## src/rtl/icache_axi_read_bridge.sv

```systemverilog
// AXI4 read master for the I-cache miss/uncached port: one AR per request,
// R beats gathered into a line and returned with a single ReadBackAble pulse.
module icache_axi_read_bridge #(
  parameter logic [3:0] ARID_VALUE = 4'd0,
  parameter int         LINE_BEATS = 16
) (
  input  logic                     Clk,
  input  logic                     Rest,
  input  logic                     ICacheFlash,
  input  logic                     IcaReadAble,
  input  logic                     IUncacheRead,
  input  logic [31:0]              IcaReadAddr,
  output logic                     CacReadfree,
  output logic                     IRshankhand,
  output logic                     ReadBackAble,
  output logic [LINE_BEATS*32-1:0] ReadBackDate,
  output logic                     ReadErr,
  output logic [3:0]               ArId,
  output logic [31:0]              ArAddr,
  output logic [7:0]               ArLen,
  output logic [2:0]               ArSize,
  output logic [1:0]               ArBurst,
  output logic                     ArValid,
  input  logic                     ArReady,
  input  logic [3:0]               RId,
  input  logic [31:0]              RData,
  input  logic [1:0]               RResp,
  input  logic                     RLast,
  input  logic                     RValid,
  output logic                     RReady
);

  localparam int              CW         = $clog2(LINE_BEATS + 1);
  localparam logic [CW-1:0]   FULL_CNT   = CW'(LINE_BEATS);
  localparam logic [7:0]      CACHED_LEN = 8'(LINE_BEATS - 1);

  typedef enum logic [1:0] {IDLE, ADDR, DATA, DONE} stateType;

  stateType      stateReg, stateNext;
  logic          cachedReg;
  logic [31:0]   arAddrReg;
  logic [7:0]    arLenReg;
  logic [CW-1:0] cntReg;
  logic [CW-1:0] cntInc;
  logic [CW-1:0] expCnt;
  logic          errReg;
  logic          dropReg;
  logic          handshakeReg;
  logic          accept;
  logic          beat;
  logic          beatErr;
  logic          unusedBits;

  // Only one transaction is ever outstanding, so RId carries no information.
  assign unusedBits = ^{RId, IcaReadAddr[1:0]};

  always_comb begin
    stateNext    = stateReg;
    CacReadfree  = 1'b0;
    ArValid      = 1'b0;
    RReady       = 1'b0;
    ReadBackAble = 1'b0;
    accept       = 1'b0;
    beat         = 1'b0;
    case (stateReg)
      IDLE: begin
        CacReadfree = ~ICacheFlash;
        accept      = ~ICacheFlash & (IcaReadAble | IUncacheRead);
        if (accept) stateNext = ADDR;
      end
      ADDR: begin
        ArValid = 1'b1;
        if (ArReady) stateNext = DATA;
      end
      DATA: begin
        RReady = 1'b1;
        beat   = RValid;
        if (RValid && RLast) stateNext = DATA == DATA ? DONE : DATA;
      end
      DONE: begin
        ReadBackAble = ~dropReg & ~ICacheFlash;
        stateNext    = IDLE;
      end
      default: stateNext = IDLE;
    endcase
  end

  // Error on a bad response, on any beat past the expected count, or on an
  // RLast that closes the burst at the wrong length.
  always_comb begin
    expCnt  = cachedReg ? FULL_CNT : CW'(1);
    cntInc  = (cntReg == FULL_CNT) ? cntReg : cntReg + CW'(1);
    beatErr = (RResp != 2'b00) | (cntReg >= expCnt) |
              (RLast & ((cntReg + CW'(1)) != expCnt));
  end

  always_ff @(posedge Clk or negedge Rest) begin
    if (!Rest) begin
      stateReg     <= IDLE;
      cachedReg    <= 1'b0;
      arAddrReg    <= '0;
      arLenReg     <= '0;
      cntReg       <= '0;
      errReg       <= 1'b0;
      dropReg      <= 1'b0;
      handshakeReg <= 1'b0;
    end else begin
      stateReg     <= stateNext;
      handshakeReg <= accept;
      if (accept) begin
        cachedReg <= IcaReadAble;
        arAddrReg <= IcaReadAble ? {IcaReadAddr[31:6], 6'b0} : {IcaReadAddr[31:2], 2'b0};
        arLenReg  <= IcaReadAble ? CACHED_LEN : 8'd0;
        cntReg    <= '0;
        errReg    <= 1'b0;
        dropReg   <= 1'b0;
      end else begin
        if ((stateReg == ADDR || stateReg == DATA) && ICacheFlash) dropReg <= 1'b1;
        if (beat) begin
          cntReg <= cntInc;
          if (beatErr) errReg <= 1'b1;
        end
      end
    end
  end

  for (genvar gi = 0; gi < LINE_BEATS; gi++) begin : gSlot
    logic [31:0] slotReg;
    always_ff @(posedge Clk or negedge Rest) begin
      if (!Rest) slotReg <= '0;
      else if (accept) slotReg <= '0;
      else if (beat && cntReg == CW'(gi)) slotReg <= RData;
    end
    assign ReadBackDate[gi*32 +: 32] = slotReg;
  end

  assign IRshankhand = handshakeReg;
  assign ReadErr     = ReadBackAble & errReg;
  assign ArId        = ARID_VALUE;
  assign ArAddr      = arAddrReg;
  assign ArLen       = arLenReg;
  assign ArSize      = 3'b010;
  assign ArBurst     = 2'b01;

endmodule

```

## config.mk

```make
export PLATFORM = sky130hd
export DESIGN_NAME = icache_axi_read_bridge
export DESIGN_NICKNAME = d
export VERILOG_FILES = /design/src/rtl/icache_axi_read_bridge.sv
export SDC_FILE = /design/constraint.sdc
export NUM_CORES = 1
export LEC_CHECK = 0
export CAP_MARGIN = 40
export CORE_AREA = 10 10 244 246
export CTS_BUF_LIST = sky130_fd_sc_hd__clkbuf_8
export DETAILED_ROUTE_END_ITERATION = 7
export DIE_AREA = 0 0 254 256
export HOLD_SLACK_MARGIN = 0.05
export PLACE_DENSITY = 0.71
export SLEW_MARGIN = 40
export SYNTH_ARGS = -nofsm -noshare
export SYNTH_HDL_FRONTEND = slang
export SYNTH_SLANG_ARGS = --single-unit
```

## constraint.sdc

```tcl
create_clock -name Clk -period 3.3 [get_ports Clk]
set_input_delay 0.495 -clock Clk [delete_from_list [all_inputs] [get_ports Clk]]
set_output_delay 0.495 -clock Clk [all_outputs]
set_load 0.02 [all_outputs]
```

* Word-level counts from Yosys, hierarchy flattened
Cells that the tools add are included.
** Storage, ports and cells
- Register bits :: 563
- Input bits :: 78
- Output and inout bits :: 567
- Logic and storage cells :: 156
** Operators by class
- Add/subtract/negate cells :: 1
- Magnitude comparators :: 1
- Equal/unequal tests :: 24
- Mux-type cells :: 53
- Bitwise gates (word level) :: 9
- Reduce and logical (&&, ||, !) cells :: 44
** Operators with widths (number)
- 32-bit two-way mux :: 32
- 5-bit by 4-bit equality test with 1-bit output (second input constant) :: 8
- 2-bit nonzero test :: 20
- 5-bit by 3-bit equality test with 1-bit output (second input constant) :: 4
- 5-bit two-way mux :: 4
- 1-bit logical AND :: 18
- 1-bit two-way mux :: 11
- 5-bit by 2-bit equality test with 1-bit output (second input constant) :: 2
- 2-bit inequality test (second input constant) :: 4
- 2-bit case mux with 4 select lines :: 1
- 2-bit two-way mux :: 3
- 6-bit two-way mux :: 1
- 5-bit by 1-bit adder with 5-bit output (second input constant) :: 1
- 5-bit by 1-bit equality test with 1-bit output (second input constant) :: 1
- 5-bit equality test (second input constant) :: 1
- 5-bit >= comparator :: 1
- 5-bit zero test :: 1
- 5-bit inequality test :: 1
- 1-bit AND :: 4
- 2-bit equality test (second input constant) :: 2
- 4-bit two-way mux :: 1
- 2-bit AND reduction :: 2
- 1-bit bitwise OR :: 3
- 3-bit AND reduction :: 1
- other kinds (4) :: 5

* Longest topological paths before layout
Gate-level depths: netlist (run 1).
- Depth in word-level cells :: 7
- Depth in mapped cells :: 10
- Gate-level depth less buffers :: 8

* Least setup slack after synthesis (run 1)
No wires, ideal clock.
- Path type :: reg-to-reg
- Start :: reg cntReg[2]
- End :: reg errReg
- Setup time :: 0.131 ns
- Arrival time :: 1.881 ns
- Required time :: 3.169 ns
- Path slack :: 1.288 ns
- Stages on the path, launching flop included :: 10
- Buffers on the path :: 2
- Clock period less this slack :: 2.012 ns
- Cell sequence :: dfrtp_1 > buf_4 > buf_4 > nand2_2 > nor2_1 > ha_1 > xnor2_1 > or4_1 > o2111ai_1 > o21ai_0
** Between the ends
- Word-level cells in the longest chain between the ends :: 6
- Elaborated cells on any way between the ends :: 8
- Those cells by class :: add/sub (1); order compare (1); eq/ne (1); bitwise (3); reduce/logical (2)
** RTL lines
- start: declaration :: line 43 : logic [CW-1:0] cntReg;
- start signal: assignment :: line 120 : cntReg <= cntInc;
- 5-bit by 1-bit adder with 5-bit output :: line 94 : (RLast & ((cntReg + CW'(1)) != expCnt));
- 5-bit inequality test :: line 94
- 1-bit AND :: line 94
- 1-bit bitwise OR * :: line 93 : beatErr = (RResp != 2'b00) | (cntReg >= expCnt) |
- 2-bit nonzero test (no line) *
- 2-bit AND reduction (no line) *
- end signal: assignment :: line 104 : errReg <= 1'b0;
- end signal: assignment :: line 115 : errReg <= 1'b0;
- end signal: assignment :: line 121 : if (beatErr) errReg <= 1'b1;
- end: declaration :: line 46 : logic errReg;
Mark *: on every way between the ends. The rest lies on a longest branch, timed or not.
A chain may end at the register's enable or synchronous reset.

* Worst setup path in the final report (run 1)
- Start :: reg stateReg[0]
- End :: out RReady
** Between the ends
- Word-level cells in the longest chain between the ends :: 2
** RTL lines
- start: declaration :: line 39 : stateType stateReg, stateNext;
- start signal: assignment :: line 108 : stateReg <= stateNext;
- 2-bit equality test :: line 65 : case (stateReg)
- 1-bit two-way mux :: line 65
- end: declaration :: line 30 : output logic RReady
No other way between the ends.

==> results of run 1 <==
[final cells by class]
type / instances / area share, %
Antenna cell: 5 / 0.0400
Clock buffer: 113 / 4.97
Clock inverter: 46 / 0.648
Inverter: 9 / 0.132
Multi-Input combinational cell: 1741 / 24.4
Sequential cell: 553 / 44.2
Tap cell: 704 / 2.81
Timing Repair Buffer: 718 / 22.8
[registers in the layout, indices dropped and copies added (netlist names)]
register       cells
gSlot.slotReg    512
ArLen              1
cntReg             5
errReg             1
dropReg            1
IRshankhand        1
ArAddr            30
stateReg           2
[placed cells by master (no fill, tap or decap), types with 2 or more instances in the layout]
cell type,count
ha_1,11
buf_4,78
and2_1,3
inv_1,43
and4b_1,3
clkdlybuf4s50_1,615
nand2b_1,3
clkinvlp_4,4
diode_2,5
nand3b_1,4
nor2b_1,2
nand2_1,1123
conb_1,15
buf_2,7
or3_1,2
nor2_4,5
o21ai_0,5
clkbuf_8,113
dfrtp_1,553
nand3_2,2
a21oi_1,516
nor2_1,8
nor2_2,6
clkinv_2,6
inv_8,2
buf_12,15
xnor2_1,4
nor3_4,4
nand4b_4,4
a311oi_1,2
nand3_1,3
[metal layers]
metal | vias to the layer above | track usage (%)
met5 | - | 0
met4 | 0 | 15.0
met3 | 233 | 6.43
met2 | 1152 | 45.5
met1 | 10200 | 33.6
li1 | 9201 | -
[critical path, delay by kind of cell, from the launching register on]
| kind | cells | cell delay, ns |
|---|---|---|
| adder cells (fa/ha/maj) | 1 | 0.48 |
| buffers and inverters | 3 | 1.01 |
| flip-flops | 1 | 0.42 |
[repair_timing]
action | in CTS | in global routing
hold endpoints to repair | 82 | 0
hold buffers | 1 | 0
endpoints found under the setup margin | 0 | 0
[cells by family after synthesis]
group	Yosys count
and+or+nand+nor	1179
other	2
xor gates and xnor gates	5
DFF	553
AOI/OAI and AO/OA	530
muxes	1
adders and majority gates	11
buffers and inverters	258
[worst min-delay path by stage]
stage / startpoint / endpoint / cells after the start
floorplan: Rest / ArAddr[10]$_DFFE_PN0P_ / 0
global placement: ArAddr[2]$_DFFE_PN0P_ / ArAddr[2]$_DFFE_PN0P_ / 2
detailed placement: ArAddr[5]$_DFFE_PN0P_ / ArAddr[5]$_DFFE_PN0P_ / 2
CTS: RData[12] / gSlot[2].slotReg[12]$_DFFE_PN0P_ / 3
global route: RData[12] / gSlot[2].slotReg[12]$_DFFE_PN0P_ / 3
finish: RData[12] / gSlot[2].slotReg[12]$_DFFE_PN0P_ / 3
[through the flow]
step	power (mW)	util [%]
after global placement	12.6	54.0
after CTS	18.6	57.2
after floorplan	10.4	-
after global routing	19.3	57.2
after detailed placement	12.8	53.9
final	18.5	57.3
[Yosys cell counts, drive strengths merged, types with 2 or more instances]
master / number / area share, %
nand2: 1124 / 19
dfrtp: 553 / 61
a21oi: 516 / 11
buf: 150 / 3.8
clkbuf: 99 / 1.6
nor2: 19 / 0.43
ha: 11 / 0.61
inv: 9 / 0.15
o21ai: 6 / 0.15
nand3: 5 / 0.11
nor3: 5 / 0.28
nand2b: 4 / 0.11
nand3b: 4 / 0.13
nand4b: 4 / 0.42
xnor2: 4 / 0.15
and2: 3 / 0.083
and4b: 3 / 0.13
nor2b: 3 / 0.094
a311oi: 2 / 0.077
conb: 2 / 0.033
or3: 2 / 0.055
[power by group through the flow]
stage	Clock [mW]	Sequential, mW	Combinational (mW)
after floorplan	0	8.64	1.75
after global placement	0	7.94	4.71
after detailed placement	0	7.98	4.80
after CTS	5.94	7.86	4.81
after global routing	6.26	7.93	5.11
final	5.85	7.86	4.79
==> metrics.csv, run 1 <==
metric;value;unit
multi_input_area;7630;sq um
synth_area;22600;sq um
skew;0.0386;ns
wl;93100;um
critical_path.endpoint;RReady;
synthSimpleGateAreaFrac;20.6;%
hold_violations;0;
dieArea;65000;sq um
avgSynthCellArea;8.92;sq um
cts.path.max_buffers;3;
stdcell_area;31300;sq um
rows;86;
clock.fmax;328;MHz
grt_max_degree;97;
clk_latency;0.68;ns
vdd_drop_max;0.343;mV
worstMarginPinSlew;0.608;ns
critPathLaunch;stateReg[0]$_DFFE_PN0P_;
crit_path_cell_trace;inv_1, ha_1, buf_4, clkdlybuf4s50_1;
dieHeight;256;um
crit_path_end_kind;output port;
grt_pass1_vias;20600;
p_sw_share;33.5;%
r2r-end;gSlot[12].slotReg[9]$_DFFE_PN0P_;
finalMaxSlewViolations;0;
fp.dieW;254;um
synth_edf_count;0;
grt_pass1_wl;136000;um
cap_violations;0;
r2r-start;stateReg[0]$_DFFE_PN0P_;
fin_ws;0.255;ns
dp.cells;3723;
drt-initial-drc-count;2101;
power.switching;6.20;mW
regArea;13800;sq um
pre_cts_slack;0.610;ns
n_fill_cell;4694;
min_path_type;in2reg;
place.gp.congestion;0.860;
ant_nets;0;
tritoncts;done;
p_seq_share;42.5;%
worstSetupPathType;reg2out;
max_stage_delay;0.66;ns
post_cts_buffers;0;
muxShareOfSynthArea;0.0442;%
rrSetupSlack;0.78;ns
synth_top_family_by_area;simple AND/OR/NAND/NOR gates;
slew_headroom;59.3;%
cp.required;2.80;ns
wire_per_inst;23.9;um
via_per_inst;5.35;
cts.sinks;553;
drc;0;
synth_fa_ha_area_share;0.608;%
ios;645;
gr-total-overflow;0;
cp_max_fo;8;
top_layer;met4;
fin_crit_sh;92.3;%
wl_met1;34300;um
whs;0.307;ns
status;complete, no violations;
io_buffers;623;
period_minus_slack;3.04;ns
grt_antenna_before_repair;5;
cts_max_level;3;
areaGrowthSynthToFinish;38.2;%
synth_xor_area_share;0.193;%
cts_root_buf;clkbuf_8;
power.internal;12.3;mW
cp-start-kind;flop;
num_vias;20800;
nNetsFinal;3204;
syn_inst;2539;
cts-resized-gates;0;
rsz0062_at_grt;no;
power.leakage;13.5;nW
power_density;591;nW/um^2
drt_pass1_iterations;8;
finalSetupTns;0;ns
synth_cell_type_count;42;
core;54700;sq um
synth_warnings;0;
finalSetupViolCount;0;
slowest_stage;clkdlybuf4s50_1;
clk_pin_slew;0.06;ns
cts_buffers;92;
grt_usage;27.8;%
route.met2.wl;45100;um
pwr-share-comb;25.9;%
hpwl;63700;um
met3WireLength;8860;um
drive_gt1_share;7.92;%
cp.arrival;2.55;ns
ys_seq_area_share;61.1;%
async_reset_ff_share;100;%
synth-compound-area-share;11.8;%
instances_no_fill;3889;
placed_area;29500;sq um
initial_core_util;41.4;%
synth-seq-cells;553;
reg2reg_depth;7;
yosys_most_used_dff;dfrtp_1;
pwr-share-clk;31.6;%
(Power assumes the default switching activity.)
==> run 2: changes to the inputs <==
Settings changed: CELL_PAD_IN_SITES_DETAIL_PLACEMENT set to 2, CELL_PAD_IN_SITES_GLOBAL_PLACEMENT set to 2, CORE_AREA 10 10 244 246 to not set, CORE_MARGIN set to 10, CORE_UTILIZATION set to 31, DIE_AREA 0 0 254 256 to not set, PLACE_DENSITY 0.71 to not set, PLACE_DENSITY_LB_ADDON set to 0.1.
==> run 2 against run 1 <==
Combinational power rose by 3%. Sequential share of layout area down 1.0 points. Global-route usage down 1.4 points. Critical path depth fell by 1. Worst hold slack got worse by 0.049 ns. Largest cell class unchanged. Highest routed layer is now met5.
==> metrics.csv, run 2 (same netlist as run 1, synthesis figures left out) <==
metric;value;unit
hold_violations;0;
max_stage_delay;0.75;ns
crit_path_end_kind;output port;
cts_root_buf;clkbuf_8;
top_register;gSlot.slotReg;
drc;0;
cp_max_fo;13;
drt_pass1_iterations;5;
cts_max_level;3;
crit_path_cell_trace;inv_1, ha_2, clkdlybuf4s50_1;
slew_headroom;52.0;%
cp-start-kind;flop;
nNetsFinal;3218;
status;complete, no violations;
cts_buffers;102;
final_core_utilization;44.1;%
gr-total-overflow;0;
grt_usage;26.4;%
n_fill_cell;7775;
power.leakage;13.7;nW
initial_core_util;31.1;%
fin_crit_sh;88.4;%
worstMarginPinSlew;0.720;ns
clk_latency;0.72;ns
min_path_type;in2reg;
rows;99;
largest_register_ffs;512;
power_density;612;nW/um^2
finalMaxSlewViolations;0;
grt_pass1_wl;168000;um
cts.path.max_buffers;3;
place.gp.congestion;0.799;
clk_pin_slew;0.06;ns
worstSetupPathType;reg2out;
core;72700;sq um
hpwl;78000;um
io_buffers;623;
hp-start;RData[22];
fp.dieW;290;um
grt_max_degree;88;
period_minus_slack;2.92;ns
grt_pass1_vias;23800;
dieHeight;290;um
slowest_stage;clkdlybuf4s50_1;
via_per_inst;5.06;
clock.fmax;343;MHz
wl;114000;um
r2r-start;stateReg[0]$_DFFE_PN0P_;
cap_violations;0;
cp.arrival;2.42;ns
ios;645;
cp.required;2.80;ns
dieArea;84300;sq um
critPathLaunch;stateReg[0]$_DFFE_PN0P_;
power;19.6;mW
skew;0.0235;ns
tritoncts;done;
grt_antenna_before_repair;9;
final_common_cell;nand2_1;
drt-initial-drc-count;1119;
num_vias;21100;
ant_nets;0;
cts.sinks;553;
mostFrequentLayoutCells;nand2_1 (1,122), clkdlybuf4s50_1 (621), dfrtp_1 (553);
rsz0062_at_grt;no;
vdd_drop_max;0.465;mV
areaGrowthSynthToFinish;41.4;%
finalSetupViolCount;0;
finalSetupTns;0;ns
drive_gt1_share;8.64;%
wire_per_inst;27.3;um
-- run 2: cell types whose count changed in the layout (fill, tap and decap cells not counted), moves of 2 or more --
cell             change
nor2_2               -2
nor2_4               +2
clkdlybuf4s50_1      +6
clkinvlp_4           -2
clkbuf_8            +22
buf_4                +3
buf_2                -6
inv_8                +2
-- run 2: per-layer routing --
| metal | track usage, % | part of all wire (%) | vias up | routed length [um] |
|---|---|---|---|---|
| li1 | - | - | 9219 | - |
| met1 | 30.2 | 40 | 11100 | 45000 |
| met2 | 46.1 | 50 | 614 | 57100 |
| met3 | 7.40 | 6.5 | 196 | 7370 |
| met4 | 10.0 | 3.8 | 6 | 4370 |
| met5 | 0 | 0.040 | - | 46 |
-- run 2: per-stage QoR --
stage | area, sq um | worst slack, ns | cells | hold WS (ns)
global placement | 29900 | 0.466 | 3982 | 0.453
finish | 32000 | 0.383 | 4170 | 0.258
global route | 32000 | 0.245 | 4169 | 0.240
floorplan | 22700 | 1.29 | 2552 | 0.199
detailed placement | 29900 | 0.392 | 3982 | 0.461
CTS | 32000 | 0.0550 | 4165 | 0.199
-- run 2: final cells by class --
class	count	area [sq um]	area share [%]
Sequential cell	553	13800	43.2
Multi-Input combinational cell	1741	7660	23.9
Timing Repair Buffer	722	7200	22.5
Clock buffer	135	1860	5.80
Tap cell	959	1200	3.75
Clock inverter	47	220	0.687
Inverter	9	41.3	0.129
Antenna cell	4	10.0	0.0313
-- run 2: final timing paths --
| check | cells past startpoint | end | slack (ns) |
|---|---|---|---|
| max | 3 | RReady | 0.38 |
| min | 3 | gSlot[12].slotReg[22]$_DFFE_PN0P_ | 0.26 |
| max reg2reg | 6 | gSlot[3].slotReg[6]$_DFFE_PN0P_ | 0.82 |
| min reg2reg | 2 | ArAddr[4]$_DFFE_PN0P_ | 0.47 |
| max in group asynchronous | 4 | gSlot[5].slotReg[12]$_DFFE_PN0P_ | 1.83 |
| min in group asynchronous | 2 | gSlot[13].slotReg[2]$_DFFE_PN0P_ | 0.27 |
-- run 2: power by group --
| part | switching (mW) | internal (mW) | leakage (nW) |
|---|---|---|---|
| Sequential | 0.463 | 7.44 | 7.64 |
| Combinational | 3.14 | 1.81 | 4.87 |
| Clock | 3.10 | 3.64 | 1.20 |
-- run 2: critical path, delay by kind of cell, from the launching register on --
kind                     cells  cell delay (ns)
adder cells (fa/ha/maj)      1             0.44
flip-flops                   1             0.40
buffers and inverters        2             0.86
-- run 2: repair_timing --
item                                   CTS  global route
setup endpoints to repair                0             1
setup buffers                            0             0
endpoints found under the hold margin   68             0
gates resized for setup                  0             1
hold buffers                             1             0
==> RTL edit 1: new RTL, flow settings as in run 2 <==
The parameter `LINE_BEATS` goes from 16 to 8.
--- a/src/rtl/icache_axi_read_bridge.sv
+++ b/src/rtl/icache_axi_read_bridge.sv
@@ -2,7 +2,7 @@
 // R beats gathered into a line and returned with a single ReadBackAble pulse.
 module icache_axi_read_bridge #(
   parameter logic [3:0] ARID_VALUE = 4'd0,
-  parameter int         LINE_BEATS = 16
+  parameter int         LINE_BEATS = 8
 ) (
   input  logic                     Clk,
   input  logic                     Rest,
Interface: changed (resized ReadBackDate); port bits go from 645 to 389. The function was not compared with the original's and may differ.
==> RTL edit 1 against run 2 <==
- utilization is 1.5 points lower
- sequential share of layout area fell by 2.0 points
- critical path type unchanged
- sequential cell count shrank 257
- largest cell class unchanged
- worst setup slack gained 130 ps
- area after synthesis fell by 41%
- wire length fell by 51%
- via count down 48%
- total power fell by 32%
- cell area fell by 44%
- worst hold slack better by 140 ps
==> RTL edit 1: results (changes against run 2) <==
n_diodes: 0 (was 4)
share of layout cells above drive strength 1: 16.4% (was 8.64%)
routability cong.: 0.765 (was 0.799)
Clock-cell share: 6.04% (was 6.49%)
Final #Nets: 1793 (was 3218)
flop2flop setup slack: 1120 ps (was 820 ps)
VDD IR-drop max: 0.394 mV (was 0.465 mV)
Reg area: 0.00741 mm2 (was 0.0138 mm2)
non-clk buf share: 22.8% (was 22.5%)
Worst Path Max Fanout: 4 (was 13)
Multi-input gate area: 0.00468 mm2 (was 0.00766 mm2)
detailed placer's ending HPWL: 38.8 mm (was 78.0 mm)
clock-pin slew on the worst setup and hold paths: 60 ps (about the same)
latest clock arrival within the worst-skew pair: 640 ps (was 720 ps)
Iteration-0 DRC Markers: 574 (was 1119)
Setup WS post-layout: 511 ps (was 383 ps)
DRT Pass-1 Iters: 4 (was 5)
static leakage: 7.56 nW (was 13.7 nW)
largest net degree at the start of global routing: 69 (was 88)
first-pass GRT wire length: 81.8 mm (was 168 mm)
CP top delay family: buffers and inverters (unchanged)
Resize count post-CTS: 0 (unchanged)
vias in the first global route: 12300 (was 23800)
initial antenna violation count: 3 (was 9)
actual slew at the worst max-slew pin: 773 ps (was 720 ps)
Crit path largest cell delay: 710 ps (was 750 ps)
status: finished clean (unchanged)
Non-Clock Buffer Count: 402 (was 722)
Vias per Instance: 4.80 (was 5.06)
Inserted Clock Buffers: 56 (was 102)
Seq/Total Area, Yosys: 55.5% (was 61.1%)
Inverters: 7 (was 9)
max reg flops: 256 (was 512)
dpl ws: 625 ps (was 392 ps)
Layout fillers: 4533 (was 7775)
Synth top cells by count: nand2_1, dfrtp_1, a21oi_1 (unchanged)
depth of the CTS H-tree: 2 (was 3)
top post-synthesis cells by area: dfrtp_1, nand2_1, a21oi_2 (was dfrtp_1, nand2_1, a21oi_1)
Worst Path Arrival: 2290 ps (was 2420 ps)
skew final: 20.7 ps (was 23.5 ps)
synth unique cells: 38 (was 42)
num sequential: 296 (was 553)
Top reg by flops: gSlot.slotReg (unchanged)
Avg WL per Cell: 24.3 um (was 27.3 um)
multi-input gates: 942 (was 1741)
total track usage: 21.1% (was 26.4%)
Buffers on Ports: 366 (was 623)
[RTL edit 1: cell types whose count changed after synthesis, moves of 5 or more]
cell	run 2	this run
buf_4	40	23
buf_6	3	22
buf_12	0	5
clkbuf_1	99	3
buf_2	104	58
nor2_2	10	0
dfrtp_1	553	296
buf_8	0	33
nand2_2	1	40
nand2_1	1123	571
a21oi_1	516	138
a21oi_2	0	120
[RTL edit 1: path summary, 6_finish.rpt]
kind                                startpoint              endpoint  cells after the start
worst min-delay path            IcaReadAddr[7]             ArAddr[7]                      3
worst max register to register     stateReg[0]  gSlot[6].slotReg[18]                      6
max in group asynchronous                 Rest  gSlot[7].slotReg[19]                      3
min in group asynchronous                 Rest  gSlot[6].slotReg[17]                      2
worst max-delay path               stateReg[0]           CacReadfree                      4
worst min register to register      ArAddr[25]            ArAddr[25]                      2
[RTL edit 1: cell families after synthesis]
kind of cell	share of synthesized area [%]
flops	55.5
buf+inv	10.1
xor+xnor	0.328
compound gates	13.6
simple gates	19.4
mux	0.0749
fa+ha+maj	0.937
other cells	0.0562
[RTL edit 1: where the power goes]
group | total, mW | internal [mW] | switching (mW)
Clock | 3.54 | 1.89 | 1.65
Sequential | 4.88 | 4.39 | 0.491
Combinational | 4.82 | 1.96 | 2.86
Total | 13.2 | 8.24 | 5.00
[RTL edit 1: per-stage QoR]
step	instance area, um2	hold slack (ps)	instances
after global routing	18000	380	2285
after global placement	16800	453	2184
after detailed placement	16800	465	2184
after floorplan	13400	199	1389
after CTS	17900	336	2284
final	18000	395	2285
[RTL edit 1: layer usage]
layer	share of wire [%]	GRT usage [%]	up-vias
met1	42	25.9	5652
met3	6.1	5.43	81
li1	-	-	4978
met5	0.041	0	-
met2	50	35.9	246
met4	2.0	5.72	6
==> RTL edit 2: new RTL, settings of run 2 <==
Without the edit above. Register the output `ReadErr`, cleared by the reset; this adds one clock of latency there. The other outputs are not delayed to match.
--- a/src/rtl/icache_axi_read_bridge.sv
+++ b/src/rtl/icache_axi_read_bridge.sv
@@ -135,7 +135,13 @@
   end
 
   assign IRshankhand = handshakeReg;
-  assign ReadErr     = ReadBackAble & errReg;
+  always_ff @(posedge Clk or negedge Rest) begin
+    if (!Rest) begin
+      ReadErr <= '0;
+    end else begin
+      ReadErr <= ReadBackAble & errReg;
+    end
+  end
   assign ArId        = ARID_VALUE;
   assign ArAddr      = arAddrReg;
   assign ArLen       = arLenReg;
Behaviour: not the same (Yosys sat finds a counterexample within 4 cycles, from zero or initial values).
==> RTL edit 2 against run 2 <==
- count of clock-buffer cells in the layout is 3 lower
- first-iteration DRC count is 4.6% higher
- cell area is 0.20% lower
- area after synthesis hardly changed
- worst hold slack worse by 7.7 ps
- worst setup slack worse by 210 ps
- total power is 0.41% lower
- sequential cell count is 1 higher
- die area hardly changed
- wire length is 0.36% lower
- utilization is 0.088 points lower
- largest power group unchanged
==> RTL edit 2: results (changes against run 2) <==
skew final: 36.5 ps (was 23.5 ps)
initial antenna violation count: 3 (was 9)
Synth top cells by count: nand2_1, dfrtp_1, a21oi_1 (unchanged)
status: finished clean (unchanged)
met1 usage: 30.1% (was 30.2%)
detailed placer's ending HPWL: 78.9 mm (was 78.0 mm)
Slew Limit Headroom: 44.2% (was 52.0%)
routability cong.: 0.801 (was 0.799)
Met2 Wirelength: 56.9 mm (was 57.1 mm)
Iteration-0 DRC Markers: 1170 (was 1119)
Synth Area in Compound Gates: 11.8% (about the same)
dpl cell area: 0.0300 mm2 (was 0.0299 mm2)
DR WL met3: 7.92 mm (was 7.37 mm)
static leakage: 13.7 nW (about the same)
fin area: 0.0320 mm2 (about the same)
share of layout cells above drive strength 1: 8.45% (was 8.64%)
Post-Synth Adder-Cell Area: 0.608% (about the same)
Crit path largest cell delay: 770 ps (was 750 ps)
multiplexer share of the synthesized area: 0.0442% (about the same)
synth unique cells: 41 (was 42)
Seq/Total Area, Yosys: 61.3% (was 61.1%)
largest net degree at the start of global routing: 79 (was 88)
Layout fillers: 7879 (was 7775)
VDD IR-drop max: 0.416 mV (was 0.465 mV)
Worst Path Arrival: 2630 ps (was 2420 ps)
Clock-cell share: 6.26% (was 6.49%)
GR Util met2: 45.5% (was 46.1%)
Synth Area in XOR/XNOR: 0.193% (about the same)
Non-Clock Buffer Count: 721 (was 722)
vias in the first global route: 23900 (was 23800)
grt met3 use: 7.53% (was 7.40%)
TritonCTS Sinks: 554 (was 553)
==> RTL edit 2: changes by cell type after synthesis, sizes merged <==
cell / change
buf: +1
clkbuf: -1
dfrtp: +1
==> RTL edit 2: worst paths after layout <==
path                        startpoint               endpoint  slack, ps  depth (start not counted)
setup / recovery           stateReg[0]                 RReady        180                          3
hold / removal               RData[31]  gSlot[12].slotReg[31]        250                          3
setup reg to reg           stateReg[0]  gSlot[12].slotReg[21]        700                          7
hold reg to reg              ArAddr[2]              ArAddr[2]        470                          2
max in group asynchronous         Rest    gSlot[4].slotReg[2]       1870                          4
min in group asynchronous         Rest   gSlot[6].slotReg[26]        270                          2
==> RTL edit 2: stage by stage <==
stage,instances,hold slack (ps)
2_1_floorplan,2553,199
3_3_place_gp,3982,453
3_5_place_dp,3983,406
4_1_cts,4154,204
5_1_grt,4156,266
6_report,4156,250
==> RTL edit 2: power by group <==
part	switching (mW)	total (mW)	internal, mW
clock	3.08	6.62	3.55
sequential	0.458	7.91	7.45
combinational	3.16	4.98	1.82
